<file path="src/rtl/inst_trace_buffer.sv">
// Commit trace FIFO: captures {seq, pc, inst} per retired instruction and drains over valid/ready.
// Optional pc-window filter enabled by defining TRACE_PC_FILTER_EN.
module inst_trace_buffer #(
  parameter int DEPTH    = 16,
  parameter int ADDR_LEN = 32,
  parameter int DATA_LEN = 32,
  parameter int SEQ_LEN  = 16,
  parameter int DROP_LEN = 16
) (
  input  logic                        clk,
  input  logic                        rst,
  input  logic                        commit,
  input  logic [ADDR_LEN-1:0]         pc_in,
  input  logic [DATA_LEN-1:0]         inst_in,
`ifdef TRACE_PC_FILTER_EN
  input  logic [ADDR_LEN-1:0]         filt_lo,
  input  logic [ADDR_LEN-1:0]         filt_hi,
`endif
  output logic                        out_valid,
  input  logic                        out_ready,
  output logic [SEQ_LEN-1:0]          out_seq,
  output logic [ADDR_LEN-1:0]         out_pc,
  output logic [DATA_LEN-1:0]         out_inst,
  output logic [$clog2(DEPTH):0]      count,
  output logic                        full,
  output logic [DROP_LEN-1:0]         drop_cnt
);

  localparam int PTR_W = $clog2(DEPTH);
  localparam int CNT_W = PTR_W + 1;
  localparam logic [CNT_W-1:0] FULL_CNT = CNT_W'(DEPTH);

  logic [SEQ_LEN-1:0]  seq_mem  [DEPTH];
  logic [ADDR_LEN-1:0] pc_mem   [DEPTH];
  logic [DATA_LEN-1:0] inst_mem [DEPTH];

  logic [PTR_W-1:0]   wr_ptr;
  logic [PTR_W-1:0]   rd_ptr;
  logic [SEQ_LEN-1:0] seq_cnt;

  logic empty;
  logic in_range;
  logic pop;
  logic attempt;
  logic accept;
  logic drop;

`ifdef TRACE_PC_FILTER_EN
  assign in_range = (pc_in >= filt_lo) && (pc_in <= filt_hi);
`else
  assign in_range = 1'b1;
`endif

  always_comb begin
    empty   = (count == '0);
    full    = (count == FULL_CNT);
    pop     = !empty && out_ready;
    attempt = commit && in_range;
    // A full buffer still takes the push when the head leaves on the same edge
    accept  = attempt && (!full || pop);
    drop    = attempt && !accept;
  end

  always_ff @(posedge clk) begin
    if (rst) begin
      wr_ptr   <= '0;
      rd_ptr   <= '0;
      count    <= '0;
      seq_cnt  <= '0;
      drop_cnt <= '0;
    end else begin
      if (commit)
        seq_cnt <= seq_cnt + 1'b1;
      if (accept)
        wr_ptr <= wr_ptr + 1'b1;
      if (pop)
        rd_ptr <= rd_ptr + 1'b1;
      count <= count + CNT_W'(accept) - CNT_W'(pop);
      if (drop && (drop_cnt != '1))
        drop_cnt <= drop_cnt + 1'b1;
    end
  end

  always_ff @(posedge clk) begin
    if (!rst && accept) begin
      seq_mem[wr_ptr]  <= seq_cnt;
      pc_mem[wr_ptr]   <= pc_in;
      inst_mem[wr_ptr] <= inst_in;
    end
  end

  assign out_valid = !empty;
  assign out_seq   = empty ? '0 : seq_mem[rd_ptr];
  assign out_pc    = empty ? '0 : pc_mem[rd_ptr];
  assign out_inst  = empty ? '0 : inst_mem[rd_ptr];

endmodule

</file>
<file path="config.mk">
export PLATFORM = sky130hd
export DESIGN_NAME = inst_trace_buffer
export DESIGN_NICKNAME = d
export VERILOG_FILES = /design/src/rtl/inst_trace_buffer.sv
export SDC_FILE = /design/constraint.sdc
export NUM_CORES = 1
export LEC_CHECK = 0
export BUFFER_PORTS_ARGS = -buffer_cell sky130_fd_sc_hd__buf_2
export CAP_MARGIN = 15
export CORE_MARGIN = 5
export CORE_UTILIZATION = 55
export DETAILED_ROUTE_END_ITERATION = 7
export MAX_ROUTING_LAYER = met4
export PLACE_DENSITY_LB_ADDON = 0.3
export SLEW_MARGIN = 10
export SYNTH_ARGS = -nofsm -noshare
export SYNTH_HDL_FRONTEND = slang
export SYNTH_SLANG_ARGS = --single-unit
</file>
<file path="constraint.sdc">
create_clock -name clk -period 4.75 [get_ports clk]
set_input_delay 0.2375 -clock clk [delete_from_list [all_inputs] [get_ports clk]]
set_output_delay 0.2375 -clock clk [all_outputs]
set_load 0.02 [all_outputs]
</file>
==> flow_summary_export.csv, run 1 <==
group,metric,value,unit
run_status,status,"complete, no violations",
yosys,postSynthCellCount,2244,
worst_setup_path,crit_required,4.51,ns
yosys,yosysUniqueCellTypes,43,
floorplan,die_area,0.0984,mm²
timing,grt_setup_unrepaired,"no",
place,postPlaceCellArea,0.0533,mm²
finish,drive_above_1_share,0.287,
clock_tree,cts_buffers,134,
worst_setup_path,critPathKind,"reg -> out",
timing,worst_pin_slew,1.20,ns
power,pwr_density_cell,498,mW/mm²
worst_setup_path,worstPathArrival,3.75,ns
yosys,syn_area,0.0507,mm²
finish,fin_area,0.0582,mm²
yosys,syn_avg_cell_area,22.6,µm²
yosys,yosysSeqAreaShare,0.777,
yosys,synth-async-reset-ratio,0,
global_route,grt_pass1_vias,25174,
routing,post-route-drc-count,0,
global_route,grt-ovfl-total,0,
routing,vias,24013,
floorplan,die_w,314,µm
power,total_leakage_power,17.8,nW
place,globalplace.congestion,0.754,
place,io_buffers,170,
routing,antenna_left,0,
finish,fin_nets,2636,
timing,worst_clock_skew,0.0220,ns
clock_tree,clock_path_buffers,3,
timing,period_minus_slack,3.99,ns
timing,final-hold-violation-count,0,
clock_tree,clock-root-buffer,"clkbuf_16",
floorplan,die_h,314,µm
floorplan,rows,111,
global_route,grt.busiest_layer,"met2",
clock_tree,cts_setup_buffers,0,
clock_tree,htreeDepth,4,
clock_tree,cts_tree,"yes",
place,placed_cells,3536,
routing,drtIter0Drc,2428,
global_route,grtUsageTotal,0.228,
floorplan,ios,171,
yosys,synth-seq-cells,1329,
place,pre_cts_ws,1.43,ns
job,maxCapViolations,0,
yosys,ys.flop_type,"edfxtp_1",
timing,fmax,251,MHz
global_route,grt_antenna_before_repair,1,
timing,finalSetupViolations,0,
global_route,met1_usage,0.312,
clock_tree,cts_resized,0,
min_path,hp-class,"in -> reg",
timing,maxSlewHeadroom,0.203,
worst_setup_path,start_kind,"flop",
routing,wl,108,mm
timing,slew_viol_final,0,
routing,via_per_inst,6.24,
clock_tree,clk_pin_slew,0.06,ns
floorplan,start_util,0.554,
routing,routedWlPerCell,28.0,µm
worst_setup_path,end_kind,"output pin",
finish,area_growth,14.8,%
clock_tree,holdBufCountCts,67,
power,max-vdd-ir-drop,0.371,mV
floorplan,core,0.0915,mm²
timing,fin_worst_hold_slack,0.442,ns
clock_tree,clock_latency,0.73,ns
global_route,grt_use_met3,0.0391,
finish,instances_no_fill,3846,
routing,first_pass_iters,5,
global_route,gr-usage-met2,0.367,
global_route,grt_max_degree,81,
place,dp_hpwl,54.2,mm
global_route,grt_pass1_wl,161,mm
yosys,ys_warn_count,0,
yosys,synth-edff-count,1280,
timing,fin_ws,0.762,ns
yosys,syn-num-nets,2325,
power,total_power,29.0,mW
finish,fillers,5919,
timing,finalCritPeriodShare,0.840,
worst_setup_path,path_max_fanout,80,
clock_tree,clkSinkCount,1329,
[kinds of logic (layout without fill, tap and decap cells)]
family	count (synthesis)	after routing	share of synthesized area
DFF	1329	1329	0.777
muxes	486	486	0.175
and+or+nand+nor	149	149	0.0156
buffers and inverters	132	546	0.0110
AOI/OAI and AO/OA	115	115	0.0140
xor gates and xnor gates	20	20	0.00346
adders and majority gates	13	13	0.00336
other	0	2	0
[metal layers]
layer,vias to the layer above,wire [µm]
li1,10144,-
met1,12791,43300
met2,925,55200
met4,0,2140
met5,-,0
met3,153,7300
[per-stage QoR]
step,setup TNS (ns),util
after floorplan,-400.52,-
after global placement,0,0.583
after detailed placement,0,0.583
after CTS,0,0.636
after global routing,0,0.636
final,0,0.636
[path summary, 6_finish.rpt]
check	from	to	slack, ns	cells past startpoint
max	count[3]	out_seq[15]	0.76	6
min	inst_in[30]	inst_mem[1][30]	0.44	2
max reg2reg	count[3]	count[4]	1.71	13
min reg2reg	rd_ptr[1]	flop	0.50	2
[worst max-delay path, cell delays in order, from the launching register on]
cell	delay (ns)
dfxtp_1	0.34
inv_1	0.10
ha_1	0.21
or4b_2	0.76
nand2_4	0.85
o22ai_1	0.45
buf_2	0.28
[registers in the layout, indices dropped and copies added, names as in the netlist, named ones only]
signal,count
rd_ptr,4
inst_mem,512
drop_cnt,16
wr_ptr,4
seq_mem,256
count,5
seq_cnt,16
pc_mem,512
[placed cells by master, fill, tap and decap left out, drive strengths merged, types with 9 or more instances in the layout]
master | netlist | routed
inv | 14 | 19
xnor2 | 9 | 9
nor2 | 47 | 47
a21oi | 16 | 16
clkinv | 0 | 63
clkbuf | 44 | 162
edfxtp | 1280 | 1280
xor2 | 11 | 11
dfxtp | 49 | 49
dlygate4sd3 | 0 | 67
nand2 | 18 | 18
nand4 | 10 | 10
mux4 | 320 | 320
ha | 12 | 12
nand3 | 15 | 15
nor4 | 12 | 12
o22ai | 80 | 80
buf | 74 | 226
mux2i | 162 | 162
[cells in the mapped netlist, types with 9 or more instances]
master,number,area share
nand4_1,10,0.0012
xnor2_1,9,0.0016
o22ai_1,80,0.0099
ha_1,12,0.0030
edfxtp_1,1280,0.76
nor4_1,12,0.0015
mux2i_1,162,0.032
nand2_1,18,0.0013
buf_2,51,0.0050
inv_1,14,0.0010
xor2_1,11,0.0019
mux4_2,320,0.14
nor2_1,47,0.0035
clkbuf_1,44,0.0033
dfxtp_1,49,0.019
a21oi_1,16,0.0016
nand3_1,15,0.0015
buf_1,23,0.0017
[where the power goes]
part,switching (mW),leakage [nW],internal (mW),total (mW)
registers,0.201,11.8,13.0,13.2
clock network,4.34,2.04,5.66,9.99
logic,3.15,3.89,2.62,5.77
total,7.69,17.8,21.3,29.0
[final cells by class]
cell class                      count  area [µm²]  share of cell area
Antenna cell                        2        5.00           0.0000860
Clock buffer                      162        3480              0.0598
Clock inverter                     77         701              0.0120
Inverter                           14        52.6            0.000903
Multi-Input combinational cell    783       10900               0.187
Sequential cell                  1329       39400               0.677
Tap cell                         1186        1480              0.0255
Timing Repair Buffer              293        2210              0.0379
Power figures use the tool's default switching activity.
==> run 2, diff against run 1 <==
--- a/config.mk
+++ b/config.mk
@@ -5,6 +5,7 @@
 export SDC_FILE = /design/constraint.sdc
 export NUM_CORES = 1
 export LEC_CHECK = 0
+export ABC_AREA = 1
 export BUFFER_PORTS_ARGS = -buffer_cell sky130_fd_sc_hd__buf_2
 export CAP_MARGIN = 15
 export CORE_MARGIN = 5
==> constraint.sdc (replaced) <==
create_clock -name clk -period 4.15 [get_ports clk]
set_input_delay 0.2075 -clock clk [delete_from_list [all_inputs] [get_ports clk]]
set_output_delay 0.2075 -clock clk [all_outputs]
set_load 0.02 [all_outputs]
==> run 2 against run 1 <==
Against the previous run:
- wire length increased by 24%
- sequential power grew 14%
- critical path depth grew 3
- hold slack lost 0.057 ns
- setup slack worse by 0.35 ns
- final area increased by 4.9%
- critical path type unchanged
==> flow_summary_export.csv, run 2 <==
group,metric,value,unit
run_status,status,"complete, no violations",
timing,period_minus_slack,3.74,ns
yosys,synth-edff-count,1280,
worst_setup_path,r2r_slack,1.35,ns
power,p_seq_frac,0.430,
clock_tree,clk_pin_slew,0.06,ns
place,dp_hpwl,65.5,mm
finish,area_growth,13.0,%
place,pre_cts_ws,1.20,ns
timing,fin_worst_hold_slack,0.386,ns
place,globalplace.congestion,0.805,
power,pwr-share-clk,0.334,
timing,finalSetupViolations,0,
place,io_buffers,170,
global_route,grtUsageTotal,0.260,
global_route,grt_antenna_before_repair,6,
global_route,grt-ovfl-total,0,
finish,final_cell_mix,"nand2_1, edfxtp_1, nor2_1, nand3_1, o21ai_1",
floorplan,ios,171,
yosys,syn-num-nets,4825,
clock_tree,clock-root-buffer,"clkbuf_16",
power,combPwrFrac,0.235,
worst_setup_path,crit_end,"out_inst[13]",
yosys,syn_avg_cell_area,11.4,µm²
routing,post-route-drc-count,0,
worst_setup_path,start_kind,"flop",
routing,antenna_left,0,
job,maxCapViolations,0,
floorplan,die_w,323,µm
worst_setup_path,end_kind,"output pin",
worst_setup_path,path_max_fanout,114,
routing,routedWlPerCell,21.2,µm
routing,via_per_inst,5.73,
yosys,synth.most_common_cell,"nand2_1",
routing,vias,36168,
timing,final-hold-violation-count,0,
clock_tree,cts_resized,0,
timing,maxSlewHeadroom,0.218,
clock_tree,clock_latency,0.74,ns
floorplan,start_util,0.551,
global_route,grt_pass1_wl,203,mm
floorplan,rows,115,
yosys,synthTopCellsByArea,"edfxtp_1, nand2_1, nor2_1, nand3_1, o21ai_1",
finish,drive_above_1_share,0.0915,
worst_setup_path,critPathKind,"reg -> out",
yosys,ys.flop_type,"edfxtp_1",
yosys,syn_area,0.0540,mm²
timing,worst_clock_skew,0.0222,ns
clock_tree,cts_tree,"yes",
timing,slew_viol_final,0,
power,p_sw_frac,0.318,
yosys,yosysUniqueCellTypes,28,
power,max-vdd-ir-drop,0.482,mV
clock_tree,cts_setup_buffers,0,
power,total_leakage_power,22.5,nW
timing,fmax,267,MHz
clock_tree,clkSinkCount,1329,
timing,worst_pin_slew,1.17,ns
power,pwr_density_cell,571,mW/mm²
timing,fin_ws,0.411,ns
global_route,grt_pass1_vias,34406,
finish,final_common_cell,"nand2_1",
floorplan,core,0.0980,mm²
routing,wl,134,mm
timing,grt_setup_unrepaired,"no",
timing,finalCritPeriodShare,0.901,
clock_tree,cts_buffers,134,
yosys,synth_top_area_frac,0.711,
finish,fin_nets,4991,
yosys,yosysSeqAreaShare,0.730,
floorplan,die_area,0.105,mm²
yosys,postSynthCellCount,4744,
routing,drtIter0Drc,4260,
yosys,synthTopCellsByCount,"nand2_1, edfxtp_1, nor2_1",
worst_setup_path,rr_endpoint,"count[4]",
yosys,ys_warn_count,0,
worst_setup_path,r2r_cells,15,
clock_tree,htreeDepth,4,
worst_setup_path,crit_required,3.94,ns
clock_tree,clock_path_buffers,3,
routing,first_pass_iters,6,
yosys,synth-seq-cells,1329,
yosys,yosysTopAreaCell,"edfxtp_1",
yosys,synth-async-reset-ratio,0,
min_path,min_from,"inst_in[28]",
power,internal-power,23.8,mW
power,power.switching,11.1,mW
min_path,hp-class,"in -> reg",
floorplan,die_h,323,µm
global_route,grt_max_degree,205,
finish,largest_registers,"inst_mem: 512 flops, pc_mem: 512 flops, seq_mem: 256 flops",
worst_setup_path,worstPathArrival,3.53,ns
worst_setup_path,timing.rr.start,"count[2]",
==> run 2: cell count changes in the layout (fill, tap and decap cells not counted), sizes merged, moves of 93 or more <==
cell,change
nor2,+663
mux2i,-162
nand3,+488
nand2,+1361
mux4,-320
o21ai,+326
a21oi,+93
==> run 2: timing repair <==
item,CTS,global route
setup endpoints to repair,0,0
hold endpoints to repair,1053,0
hold buffers,67,0
==> run 2: worst min-delay path by stage <==
stage | end | cells after the start | slack (ns)
CTS | pc_mem[12][18] | 2 | 0.33
detailed placement | flop | 2 | 0.47
global placement | flop | 2 | 0.46
floorplan | inst_mem[0][0] | 0 | 0.31
finish | inst_mem[14][28] | 2 | 0.39
global route | pc_mem[12][18] | 2 | 0.38
==> run 2: power by group through the flow <==
| stage | sequential, mW | combinational [mW] | clock [mW] |
|---|---|---|---|
| after CTS | 15.0 | 8.21 | 11.8 |
| after global routing | 15.0 | 9.02 | 12.4 |
| after global placement | 15.3 | 7.98 | 0 |
| final | 15.0 | 8.21 | 11.6 |
| after detailed placement | 15.3 | 8.09 | 0 |
| after floorplan | 15.2 | 5.58 | 0 |
==> run 2: logic make-up after synthesis <==
logic type / synth area share
and+or+nand+nor: 0.194
DFF: 0.730
AOI/OAI and AO/OA: 0.0412
buffers and inverters: 0.0298
xor gates and xnor gates: 0.00227
adders and majority gates: 0.00315
==> run 2: worst max-delay path: stages (launching register included) <==
cell	delay [ns]
dfxtp_4	0.54
inv_8	0.63
buf_4	0.46
nand2_1	0.10
nand2_1	0.07
nand2_1	0.05
nand3_1	0.13
nand3_1	0.10
a21oi_1	0.36
buf_2	0.26
==> run 2: per-stage QoR <==
| step | util | total power [mW] | TNS [ns] | std cells | cell area, µm² |
|---|---|---|---|---|---|
| floorplan | - | 20.8 | -985.98 | 4744 | 54000 |
| global placement | 0.573 | 23.3 | 0 | 5994 | 56200 |
| detailed placement | 0.573 | 23.4 | 0 | 5994 | 56200 |
| CTS | 0.623 | 35.0 | 0 | 6305 | 61100 |
| global route | 0.623 | 36.4 | 0 | 6308 | 61100 |
| finish | 0.623 | 34.9 | 0 | 6308 | 61100 |
==> run 2: per-layer routing <==
metal,GRT usage,share of wire,vias to the layer above
li1,-,-,16695
met1,0.361,0.41,17520
met2,0.405,0.48,1700
met3,0.0427,0.089,253
met4,0.0744,0.023,0
met5,-,0,-
==> run 2: area by class of cell <==
class	instances	area, µm²
tap	1287	1610
timing repair buffer	310	2460
antenna	3	7.51
multi-input combinational	3083	13100
sequential	1329	39400
clock buffer	173	3590
fill	7305	36900
clock inverter	71	621
inverter	52	220
